$ cat src/rtl/dnc_pkg.sv
// dnc_pkg: shared DNC interface-vector parser state set and field ordering
// Used by the write-interface parser and reusable by the read-interface parser.
package dnc_pkg;
  typedef enum logic [2:0] {IDLE, K, BETA, E, V, GA, GW} dnc_state_e;
  localparam dnc_state_e FIRST_FIELD = K;
  localparam dnc_state_e FIRST_SCALAR = BETA;
  function automatic logic is_vector(dnc_state_e s);
    return s == K || s == E || s == V;
  endfunction
  // Field order K, BETA, E, V, GA, GW; vector fields vanish when W is zero
  function automatic dnc_state_e next_field(dnc_state_e s, logic w_zero);
    return s == K ? BETA : s == BETA ? (w_zero ? GA : E) : s == E ? V :
           s == V ? GA : s == GA ? GW : IDLE;
  endfunction
endpackage

$ cat src/rtl/dnc_interface_field_counter.sv
// dnc_interface_field_counter: element index within a vector field plus last-element flag
// Ports: clk/rst (sync, active-high), clear_i zeroes the index, inc_i advances it,
// len_i is the field length, idx_o the current index, last_o high at index len_i-1.
module dnc_interface_field_counter #(
  parameter int WIDTH = 64
) (
  input  logic             clk,
  input  logic             rst,
  input  logic             clear_i,
  input  logic             inc_i,
  input  logic [WIDTH-1:0] len_i,
  output logic [WIDTH-1:0] idx_o,
  output logic             last_o
);
  logic [WIDTH-1:0] idx_q;
  always_ff @(posedge clk)
    if (rst || clear_i) idx_q <= '0;
    else if (inc_i) idx_q <= idx_q + WIDTH'(1);
  assign idx_o = idx_q;
  assign last_o = idx_q == len_i - WIDTH'(1);
endmodule

$ cat src/rtl/dnc_write_interface_vector.sv
// dnc_write_interface_vector: serial parser of a DNC write-head interface vector
// Ports: CLK, RST (sync, active-high); START/SIZE_W_IN begin a parse of length W;
// XI_IN_ENABLE/XI_IN carry the serial words; K/E/V_OUT(_ENABLE) strobe vector
// elements one cycle after acceptance; BETA/GA/GW_OUT hold scalars; READY pulses
// with the GW update. Macro DNC_WRITE_INTERFACE_ERROR_EN adds a sticky ERROR output.
module dnc_write_interface_vector
  import dnc_pkg::*;
#(
  parameter int DATA_SIZE = 64,
  parameter int CONTROL_SIZE = 64
) (
  input  logic                 CLK,
  input  logic                 RST,
  input  logic                 START,
  output logic                 READY,
  input  logic [DATA_SIZE-1:0] SIZE_W_IN,
  input  logic                 XI_IN_ENABLE,
  input  logic [DATA_SIZE-1:0] XI_IN,
  output logic                 K_OUT_ENABLE,
  output logic [DATA_SIZE-1:0] K_OUT,
  output logic [DATA_SIZE-1:0] BETA_OUT,
  output logic                 E_OUT_ENABLE,
  output logic [DATA_SIZE-1:0] E_OUT,
  output logic                 V_OUT_ENABLE,
  output logic [DATA_SIZE-1:0] V_OUT,
  output logic [DATA_SIZE-1:0] GA_OUT,
  output logic [DATA_SIZE-1:0] GW_OUT
`ifdef DNC_WRITE_INTERFACE_ERROR_EN
  ,
  output logic                 ERROR
`endif
);
  if (CONTROL_SIZE < 1) begin : g_bad_control_size
    $error("CONTROL_SIZE must be positive");
  end
  dnc_state_e state_q, state_d;
  logic [DATA_SIZE-1:0] w_q, w_d, idx_unused;
  logic [DATA_SIZE-1:0] k_q, beta_q, e_q, v_q, ga_q, gw_q;
  logic k_en_q, e_en_q, v_en_q, ready_q;
  logic accept, start_ok, vec_field, last, field_done;
  assign accept = XI_IN_ENABLE && state_q != IDLE;
  assign start_ok = START && state_q == IDLE;
  assign vec_field = is_vector(state_q);
  assign field_done = accept && (!vec_field || last);
  always_comb begin
    w_d = start_ok ? SIZE_W_IN : w_q;
    state_d = start_ok ? (SIZE_W_IN == '0 ? FIRST_SCALAR : FIRST_FIELD) :
              field_done ? next_field(state_q, w_q == '0) : state_q;
  end
  dnc_interface_field_counter #(.WIDTH(DATA_SIZE)) u_cnt (
    .clk    (CLK),
    .rst    (RST),
    .clear_i(start_ok || (accept && vec_field && last)),
    .inc_i  (accept && vec_field && !last),
    .len_i  (w_q),
    .idx_o  (idx_unused),
    .last_o (last)
  );
  always_ff @(posedge CLK)
    if (RST) begin
      state_q <= IDLE;
      w_q <= '0;
      {k_en_q, e_en_q, v_en_q, ready_q} <= '0;
      {k_q, beta_q, e_q, v_q, ga_q, gw_q} <= '0;
    end else begin
      state_q <= state_d;
      w_q <= w_d;
      k_en_q <= accept && state_q == K;
      e_en_q <= accept && state_q == E;
      v_en_q <= accept && state_q == V;
      ready_q <= accept && state_q == GW;
      if (accept && state_q == K) k_q <= XI_IN;
      if (accept && state_q == BETA) beta_q <= XI_IN;
      if (accept && state_q == E) e_q <= XI_IN;
      if (accept && state_q == V) v_q <= XI_IN;
      if (accept && state_q == GA) ga_q <= XI_IN;
      if (accept && state_q == GW) gw_q <= XI_IN;
    end
  assign READY = ready_q;
  assign K_OUT_ENABLE = k_en_q;
  assign K_OUT = k_q;
  assign BETA_OUT = beta_q;
  assign E_OUT_ENABLE = e_en_q;
  assign E_OUT = e_q;
  assign V_OUT_ENABLE = v_en_q;
  assign V_OUT = v_q;
  assign GA_OUT = ga_q;
  assign GW_OUT = gw_q;
`ifdef DNC_WRITE_INTERFACE_ERROR_EN
  logic err_q;
  always_ff @(posedge CLK)
    if (RST) err_q <= 1'b0;
    else if ((start_ok && SIZE_W_IN == '0) || (XI_IN_ENABLE && state_q == IDLE)) err_q <= 1'b1;
    else if (start_ok) err_q <= 1'b0;
  assign ERROR = err_q;
`endif
endmodule

$ cat config.mk
export PLATFORM = sky130hd
export DESIGN_NAME = dnc_write_interface_vector
export DESIGN_NICKNAME = d
export VERILOG_FILES = /design/src/rtl/dnc_pkg.sv /design/src/rtl/dnc_interface_field_counter.sv /design/src/rtl/dnc_write_interface_vector.sv
export SDC_FILE = /design/constraint.sdc
export NUM_CORES = 1
export LEC_CHECK = 0
export ABC_AREA = 1
export BUFFER_PORTS_ARGS = -buffer_cell sky130_fd_sc_hd__buf_2
export CORE_ASPECT_RATIO = 1.2
export CORE_MARGIN = 4
export CORE_UTILIZATION = 39
export CTS_CLUSTER_SIZE = 20
export DETAILED_ROUTE_END_ITERATION = 16
export REMOVE_ABC_BUFFERS = 1
export SLEW_MARGIN = 0
export SYNTH_ARGS = -nofsm -noshare
export SYNTH_HDL_FRONTEND = slang
export SYNTH_HIERARCHICAL = 1
export SYNTH_SLANG_ARGS = --single-unit
$ cat constraint.sdc
create_clock -name CLK -period 8 [get_ports CLK]
set_clock_uncertainty 0.05 [all_clocks]
set_input_delay 0.8 -clock CLK [delete_from_list [all_inputs] [get_ports CLK]]
set_output_delay 0.8 -clock CLK [all_outputs]
set_load 0.02 [all_outputs]
## Word-level counts from Yosys, hierarchy flattened

Cells that the tools add are included.

- Memories: 0
- Memory bits (read-only): 0
- Latch bits: 0
- Bits in writable memories: 0
- Register bits after elaboration: 519

- Eq/ne operators: 7
- $add $sub $neg: 2
- Shift operators: 0
- Bitwise operators: 0
- Div/mod/pow operators: 0
- Reductions and logical operators: 24
- $mul: 0
- Muxes and demuxes: 9
- Magnitude comparators: 0

Operator list:

| operator | number |
|---|---|
| 64-bit zero test | 2 |
| 64-bit by 1-bit adder with 64-bit output, second input constant | 1 |
| 64-bit equality test | 1 |
| 64-bit by 1-bit subtractor with 64-bit output, second input constant | 1 |
| 3-bit 2-to-1 mux | 8 |
| 1-bit logical AND | 12 |
| 3-bit equality test, second input constant | 3 |
| 3-bit by 2-bit equality test with 1-bit output, second input constant | 2 |
| 1-bit logical OR | 5 |
| 3-bit by 1-bit equality test with 1-bit output, second input constant | 1 |
| 3-bit zero test | 1 |
| 3-bit nonzero test | 1 |
| 1-bit zero test | 2 |
| 2-bit 2-to-1 mux | 1 |
| 2-bit nonzero test | 1 |

## Depth between registers and ports, before layout

Gate-level depths: netlist of run 1.

- Word-level depth: 8
- Gate-level depth with buffers: 31
- Depth with buffers taken out: 30

## By module

Netlist of run 1, hierarchy kept.

By module, submodules not included:

| module | area each (µm²) | cells an instance | times used | sequential area each (µm²) |
|---|---|---|---|---|
| dnc_write_interface_vector | 16194.3 | 2130 | 1 | 9108.7 |
| dnc_interface_field_counter | 6568.8 | 1168 | 1 | 1281.2 |

## Worst setup path before layout of run 1

No wires, ideal clock.

- Kind: reg-to-reg
- From: register w_q[0]
- To: register u_cnt.idx_q[15], in the netlist u_cnt/idx_o[15]
- Data required time: 7.822 ns
- Cell stages (with the launch flop): 27
- Buffers on the path: 1
- Arrival: 3.161 ns
- Period minus slack after synthesis: 3.338 ns
- Setup slack: 4.662 ns
- Path through: dfxtp_1 > inv_1 > ha_1 > nand3_4 > nor2_2 > nand3_1 > nor2_1 > nand3_1 > or2_2 > nand2_1 > nor2_1 > nand3_1 > nor2_1 > inv_1 > nand2_1 > nor2_1 > inv_1 > buf_2 > nor2_1 > nand2_1 > nor2_1 > inv_1 > nor2_1 > inv_1 > nor2_2 > xnor2_1 > nor2_1

- Word-level cells in the longest chain between the ends: 5

RTL lines:

| element | line | text |
|---|---|---|
| start, declared | dnc_write_interface_vector.sv:37 | `logic [DATA_SIZE-1:0] w_q, w_d, idx_unused;` |
| start signal, assigned | dnc_write_interface_vector.sv:67 | `w_q <= w_d;` |
| 64-bit by 1-bit subtractor with 64-bit output (*) | dnc_interface_field_counter.sv:20 | `assign last_o = idx_q == len_i - WIDTH'(1);` |
| 64-bit equality test (*) | dnc_interface_field_counter.sv:20 |  |
| named net last | dnc_write_interface_vector.sv:40 | `logic accept, start_ok, vec_field, last, field_done;` |
| 1-bit logical AND | dnc_write_interface_vector.sv:53 | `.clear_i(start_ok \|\| (accept && vec_field && last)),` |
| 1-bit logical OR | dnc_write_interface_vector.sv:53 |  |
| 1-bit logical OR | dnc_interface_field_counter.sv:17 | `if (rst \|\| clear_i) idx_q <= '0;` |
| end signal, assigned | dnc_interface_field_counter.sv:18 | `else if (inc_i) idx_q <= idx_q + WIDTH'(1);` |
| end, declared | dnc_interface_field_counter.sv:15 | `logic [WIDTH-1:0] idx_q;` |

The timed path passes the listed nets; every way through them passes the cells marked *.
A chain may end at the register's enable or synchronous reset.

## Worst setup path after layout of run 1

- From: register w_q[27]
- To: register u_cnt.idx_q[48], in the netlist u_cnt/idx_o[48]

Same word-level chain as after synthesis.

==> out/results.tsv, run 1 <==
stage	metric	value	unit
layout	finished layout cell area	0.02756	sq mm
layout	commonest non-fill, non-tap cell in the layout	nor2_1	
outcome	status	finished, final reports clean	
route	ANT nets after route	0	
timing	Rel. slew slack	0.2462	
die	Die Ht	272.7	microns
timing	count of final setup violators	0	
grt	maximum number of pins on one net before global-route repair	264	
clock_network	deepest clock path buffer count	3	
logic_synthesis	average size of a mapped cell	6.902	sq um
die	Die X	228.5	microns
hold_path	HP Start	V_OUT[62]	
pwr	maximum vdd drop	0.0002015	V
route	DR vias	22890	
timing	Fin. Hold Viols	0	
worst_setup_path	critical path class	reg -> reg	
hold_path	hold crit path type	reg -> reg	
route	Via density	5.066	
logic_synthesis	area leader, netlist	dfxtp_1	
layout	fin util	0.4790	
logic_synthesis	ys flop type	dfxtp_1	
die	Boundary Pins	520	
logic_synthesis	post-synthesis adder-cell area fraction	0.001099	
worst_setup_path	crit path DAT	5.29	ns
worst_setup_path	Reg2Reg Launch Point	w_q[27]	
grt	total track usage	0.2927	
logic_synthesis	Ys Warns	6	
grt	GR Overflow Total	0	
clock_network	Worst-Skew Late Latency	0.63	ns
pwr	Power Dens Cells	312.6	mW/mm^2
pwr	net switching power	0.003483	W
logic_synthesis	Yosys cell types	43	
timing	crit path time final	4.859	ns
clock_network	CTS Buf Count	54	
clock_network	Root Buffer	clkbuf_16	
clock_network	cts repair resizes	0	
timing	Hold WS	0.3914	ns
timing	max-slew violations	0	
hold_path	Min-Delay Path Depth	2	
clock_network	hold buffer count at cts	0	
pwr	Combinational Power Share	0.336	
logic_synthesis	top cells by area, synth	dfxtp_1, nor2_1, o21ai_0, nand2_1, a21oi_1	
logic_synthesis	Post-Synth Simple-Gate Area	0.3098	
grt	initial antenna violation count	13	
layout	Non-Filler Instances	4518	
place	Port Buf Inserts	519	
logic_synthesis	post-synthesis cell count	3298	
grt	first-pass GRT wire length	142100	microns
clock_network	clock slew at reported path FFs	0.06	ns
logic_synthesis	Seq/Total Area, Yosys	0.4564	
clock_network	htree depth	2	
die	die area	0.06231	sq mm
logic_synthesis	Synth async-reset ratio	0	
place	placed cells	4410	
worst_setup_path	Max FO, Critical Path	12	
logic_synthesis	FF+latch count, synth	519	
layout	Area growth syn-to-layout	21.08	%
pwr	Clock Power Share	0.295	
place	gp weighted congestion	0.9797	
job	Max Cap Viol	0	
worst_setup_path	CP required	8.43	ns
place	Post-DP Area	0.02576	sq mm
route	WL/cell	21.31	microns
logic_synthesis	mux cell area share after synthesis	0	
timing	RSZ-0062 raised after global routing	no	
timing	Final period util	0.6074	
logic_synthesis	post-synth top area share	0.4564	
layout	FILL cells	5842	
logic_synthesis	Post-Syn Area	0.02276	sq mm
layout	most frequent cells in the layout	nor2_1, nand2_1, dfxtp_1, buf_2, o21ai_0	
worst_setup_path	Register-to-Register Path Depth	26	
layout	share of layout cells above drive strength 1	0.1834	
worst_setup_path	CP startpoint kind	register	
route	Detailed Route Iter0 Violations	1950	
pwr	Leak	12.98	nW
pwr	Seq pwr share	0.369	
logic_synthesis	main combinational cell family by area after synthesis	simple AND/OR/NAND/NOR gates	
die	# rows	96	
timing	setup TNS	0	ns
route	DRC Markers	0	
worst_setup_path	CP startpoint	w_q[27]	
clock_network	Post-CTS Setup Bufs	0	
timing	Fmax	205.8	MHz
grt	vias in the first global route	21768	
clock_network	TritonCTS clock tree	built	
logic_synthesis	Post-synth EDFFs	0	
place	DP Wirelength	70160	microns
route	WL final	96290	microns
pwr	internal power	0.005134	W
pwr	Net Sw Frac	0.4042	
die	Starting Density	0.3956	
die	core area	0.05754	sq mm
layout	fin nets	3865	
logic_synthesis	Post-Synth XOR/XNOR Area	0.03270	
clock_network	CTS Sinks	519	
timing	worst-margin pin slew	1.131	ns
route	DR pass1 iterations	5	
worst_setup_path	Crit. End Element	register	
logic_synthesis	post-synthesis compound-gate area fraction	0.1321	
routing by layer:
metal / wire [microns] / GRT usage
met5: 41 / 0
met1: 37600 / 0.3468
met3: 9109 / 0.09570
met2: 45730 / 0.4958
met4: 3814 / 0.1086
final timing paths:
| check | end | slack, ns |
|---|---|---|
| worst max-delay path | u_cnt/idx_o[48] | 3.14 |
| worst min register to register | V_OUT[62] | 0.39 |
| worst max register to register | u_cnt/idx_o[48] | 3.14 |
| worst min-delay path | V_OUT[62] | 0.39 |
kinds of logic (layout without fill, tap and decap cells):
group                    after synthesis  after routing
AO/OA/AOI/OAI                        598            598
XOR/XNOR                              85             85
adder cells (fa/ha/maj)                2              2
buffers and inverters                380            855
flip-flops                           519            519
other                                  0             10
AND/OR/NAND/NOR                     1714           1714
power by group through the flow:
stage	clock network (W)	registers (W)	logic (W)
floorplan	0	0.00345	0.00153
global placement	0	0.00321	0.00289
detailed placement	0	0.00322	0.00288
CTS	0.00257	0.00317	0.00289
global route	0.00268	0.00321	0.00317
finish	0.00254	0.00318	0.00290
critical path, stage by stage, from the launching register on:
cell,delay (ns)
dfxtp_1,0.40
nor2_1,0.23
nand2_1,0.17
nor2_1,0.29
nand2_1,0.22
nor2_4,0.21
nand3_1,0.14
nand2_1,0.10
nor2_1,0.05
nand2_1,0.07
inv_1,0.05
nand2_1,0.07
nor2_1,0.04
nand3_1,0.06
nor2_1,0.08
inv_1,0.06
nand2_1,0.07
nor2_1,0.62
inv_1,0.45
nor2_2,0.25
nand2_1,0.14
nor2_1,0.18
nand2_1,0.12
nor3_1,0.22
nand4_1,0.15
o21ai_0,0.17
a21oi_1,0.05
per-stage QoR:
stage          setup WS (ns)  total power (W)
3_3_place_gp           3.338         0.006105
5_1_grt                2.466         0.009060
4_1_cts                3.187         0.008633
3_5_place_dp           3.238         0.006097
6_report               3.141         0.008617
2_1_floorplan          3.909         0.004976
layout make-up:
cell class | count | area [sq um] | area share
timing repair buffer | 536 | 2738 | 0.09933
sequential | 519 | 10390 | 0.3770
clock inverter | 23 | 266.5 | 0.009670
antenna | 10 | 25.02 | 0.0009079
multi-input combinational | 2399 | 10880 | 0.3946
inverter | 221 | 837.1 | 0.03037
tap | 735 | 919.6 | 0.03337
clock buffer | 75 | 1510 | 0.05479
Yosys cell counts, drive strengths merged (26+ instances only):
| library cell | number |
|---|---|
| o21ai | 423 |
| nand4 | 27 |
| inv | 221 |
| buf | 56 |
| nand2 | 547 |
| a21oi | 169 |
| clkbuf | 103 |
| nor2 | 1003 |
| xnor2 | 26 |
| nand3 | 64 |
| xor2 | 59 |
| nor3 | 38 |
| dfxtp | 519 |
state kept, by name, indices dropped and copies added, names as in the netlist, 3 cells and up:
register     count
GA_OUT          64
GW_OUT          64
BETA_OUT        64
E_OUT           64
state_q          3
u_cnt/idx_o     64
K_OUT           64
w_q             64
V_OUT           64
No activity file was read; power rests on OpenSTA's default activity.
==> run 2: changes to the inputs <==
- clock period: 8 -> 4.9 ns (I/O delays scaled with it)
==> out/results.tsv, run 2 (synthesis gave the netlist of run 1 again) <==
stage	metric	value	unit	change
route	WL/cell	21.32	microns	about the same
worst_setup_path	CP cell instances	inv_1 -> ha_1 -> nand3_4 -> nor2_2 -> nand3_1 -> nor2_1 -> nand3_1 -> or2_2 -> nand2_1 -> nor2_1 -> nand3_1 -> nor2_1 -> inv_1 -> nand2_1 -> nor2_1 -> inv_1 -> nor2_2 -> nand2_1 -> nor2_1 -> nand2_1 -> nor3_1 -> nand4_1 -> o21ai_0 -> a21oi_1		
die	die area	0.06231	sq mm	unchanged
timing	Rel. slew slack	0.2591		+0.01287
clock_network	clock slew at reported path FFs	0.07	ns	about the same
worst_setup_path	critical path class	reg -> reg		
clock_network	Root Buffer	clkbuf_16		
clock_network	cts repair resizes	0		unchanged
grt	initial antenna violation count	13		unchanged
worst_setup_path	CP dominant cell by count	nor2_1		
worst_setup_path	Max FO, Critical Path	6		-6
worst_setup_path	CP delay by family, top	simple AND/OR/NAND/NOR gates		
clock_network	TritonCTS clock tree	built		
route	WL final	96290	microns	about the same
route	Detailed Route Iter0 Violations	1756		-9.9%
timing	worst-margin pin slew	1.111	ns	-0.01930 ns
outcome	status	finished, final reports clean		
layout	FILL cells	5823		-0.33%
layout	Non-Filler Instances	4517		-0.022%
grt	total track usage	0.2938		+0.001112
timing	crit path time final	4.089	ns	-0.7701 ns
place	gp weighted congestion	1.001		+2.2%
grt	GR Overflow Total	0		unchanged
route	Via density	5.123		+1.1%
die	Starting Density	0.3956		unchanged
layout	Area growth syn-to-layout	20.62	%	
worst_setup_path	CP required	5.32	ns	-3.11 ns
die	Die Ht	272.7	microns	unchanged
layout	fin nets	3869		+0.10%
clock_network	htree depth	2		unchanged
route	ANT nets after route	0		unchanged
route	DR vias	23140		+1.1%
worst_setup_path	Register-to-Register Path Depth	24		-7.7%
job	Max Cap Viol	0		unchanged
worst_setup_path	R2R Setup Slk	0.81	ns	-2.33 ns
grt	first-pass GRT wire length	142600	microns	+0.38%
hold_path	hold crit path type	in -> reg		
pwr	maximum vdd drop	0.0003235	V	+61%
worst_setup_path	slowest CP cell	dfxtp_1		
clock_network	hold buffer count at cts	0		unchanged
worst_setup_path	Max stage delay on crit path	0.34	ns	-0.28 ns
worst_setup_path	crit path DAT	4.51	ns	-0.78 ns
clock_network	CTS Sinks	519		unchanged
timing	setup TNS	0	ns	unchanged
timing	Final period util	0.8346		+0.2271
timing	RSZ-0062 raised after global routing	no		
route	DRC Markers	0		unchanged
layout	most frequent cells in the layout	nor2_1, nand2_1, dfxtp_1, buf_2, o21ai_0		
hold_path	Min-Delay Path Depth	3		+1
grt	vias in the first global route	21981		+0.98%
clock_network	Worst-Skew Late Latency	0.60	ns	-0.03 ns
pwr	Leak	12.94	nW	-0.28%
hold_path	HP Start	SIZE_W_IN[29]		
clock_network	deepest clock path buffer count	3		unchanged
die	Die X	228.5	microns	unchanged
hold_path	Endpoint, Worst Hold	w_q[29]		
timing	count of final setup violators	0		unchanged
timing	max-slew violations	0		unchanged
die	Boundary Pins	520		unchanged
clock_network	Post-CTS Setup Bufs	0		unchanged
place	placed cells	4416		+0.14%
timing	Fin. Hold Viols	0		unchanged
timing	Fmax	244.5	MHz	+19%
grt	maximum number of pins on one net before global-route repair	179		-32%
worst_setup_path	Reg2Reg Launch Point	w_q[0]		
worst_setup_path	Crit. End Element	register		
place	Port Buf Inserts	519		unchanged
route	DR pass1 iterations	5		unchanged
worst_setup_path	CP startpoint kind	register		
layout	commonest non-fill, non-tap cell in the layout	nor2_1		
pwr	Power Dens Cells	506.3	mW/mm^2	+62%
worst_setup_path	RR Endpoint	u_cnt/idx_o[48]		
worst_setup_path	WP buf/inv	3		unchanged
clock_network	CTS Buf Count	52		-3.7%
die	# rows	96		unchanged
layout	share of layout cells above drive strength 1	0.1831		-0.0002650
die	core area	0.05754	sq mm	unchanged
place	DP Wirelength	70530	microns	+0.52%
==> run 2: where the power goes <==
part | internal [W] | switching (W) | leakage, nW
Sequential | 0.00474 | 0.000445 | 4.20
Combinational | 0.00132 | 0.00346 | 7.94
Clock | 0.00217 | 0.00177 | 0.802
Total | 0.00823 | 0.00567 | 12.9
==> run 2: final cells by class <==
type                       count  area [sq um]  share of cell area
antenna                        9         22.52           0.0008202
clock buffer                  80          1546             0.05632
clock inverter                12         83.83            0.003053
inverter                     221         837.1             0.03049
multi-input combinational   2399         10880              0.3961
sequential                   519         10390              0.3784
tap                          735         919.6             0.03349
timing repair buffer         542          2783              0.1013
==> run 2: stage by stage <==
stage | util | hold slack [ns] | power, W | setup WS [ns] | instance area (sq um)
detailed placement | 0.4485 | 0.3825 | 0.009984 | 0.8764 | 25800
global placement | 0.4485 | 0.3781 | 0.01000 | 0.9680 | 25800
global route | 0.4771 | 0.09280 | 0.01460 | 0.4521 | 27450
finish | 0.4772 | 0.09961 | 0.01390 | 0.8106 | 27460
CTS | 0.4768 | 0.07491 | 0.01389 | 0.8603 | 27440
floorplan | - | 0.4156 | 0.008124 | 1.066 | 22050
==> run 2: how the worst max path moves through the flow <==
stage,depth (start not counted),startpoint,to
2_1_floorplan,18,w_q[0],u_cnt/idx_o[18]
3_3_place_gp,23,w_q[0],u_cnt/idx_o[60]
3_5_place_dp,26,w_q[0],u_cnt/idx_o[15]
4_1_cts,26,w_q[0],u_cnt/idx_o[15]
5_1_grt,27,w_q[0],u_cnt/idx_o[31]
6_report,24,w_q[0],u_cnt/idx_o[48]
==> run 2: layer usage <==
metal  share of wire  global-route usage  up-vias  wire length (microns)
li1                -                   -    11315                      -
met3           0.091             0.08851      203                   8753
met2            0.47              0.4876      926                  45030
met1            0.39              0.3548    10692                  38020
met5         0.00034                   0        -                     33
met4           0.046              0.1249        4                   4454
==> run 2: worst min-delay path: stages <==
cell     delay, ns
buf_2         0.11
nand2_1       0.06
a21oi_1       0.05
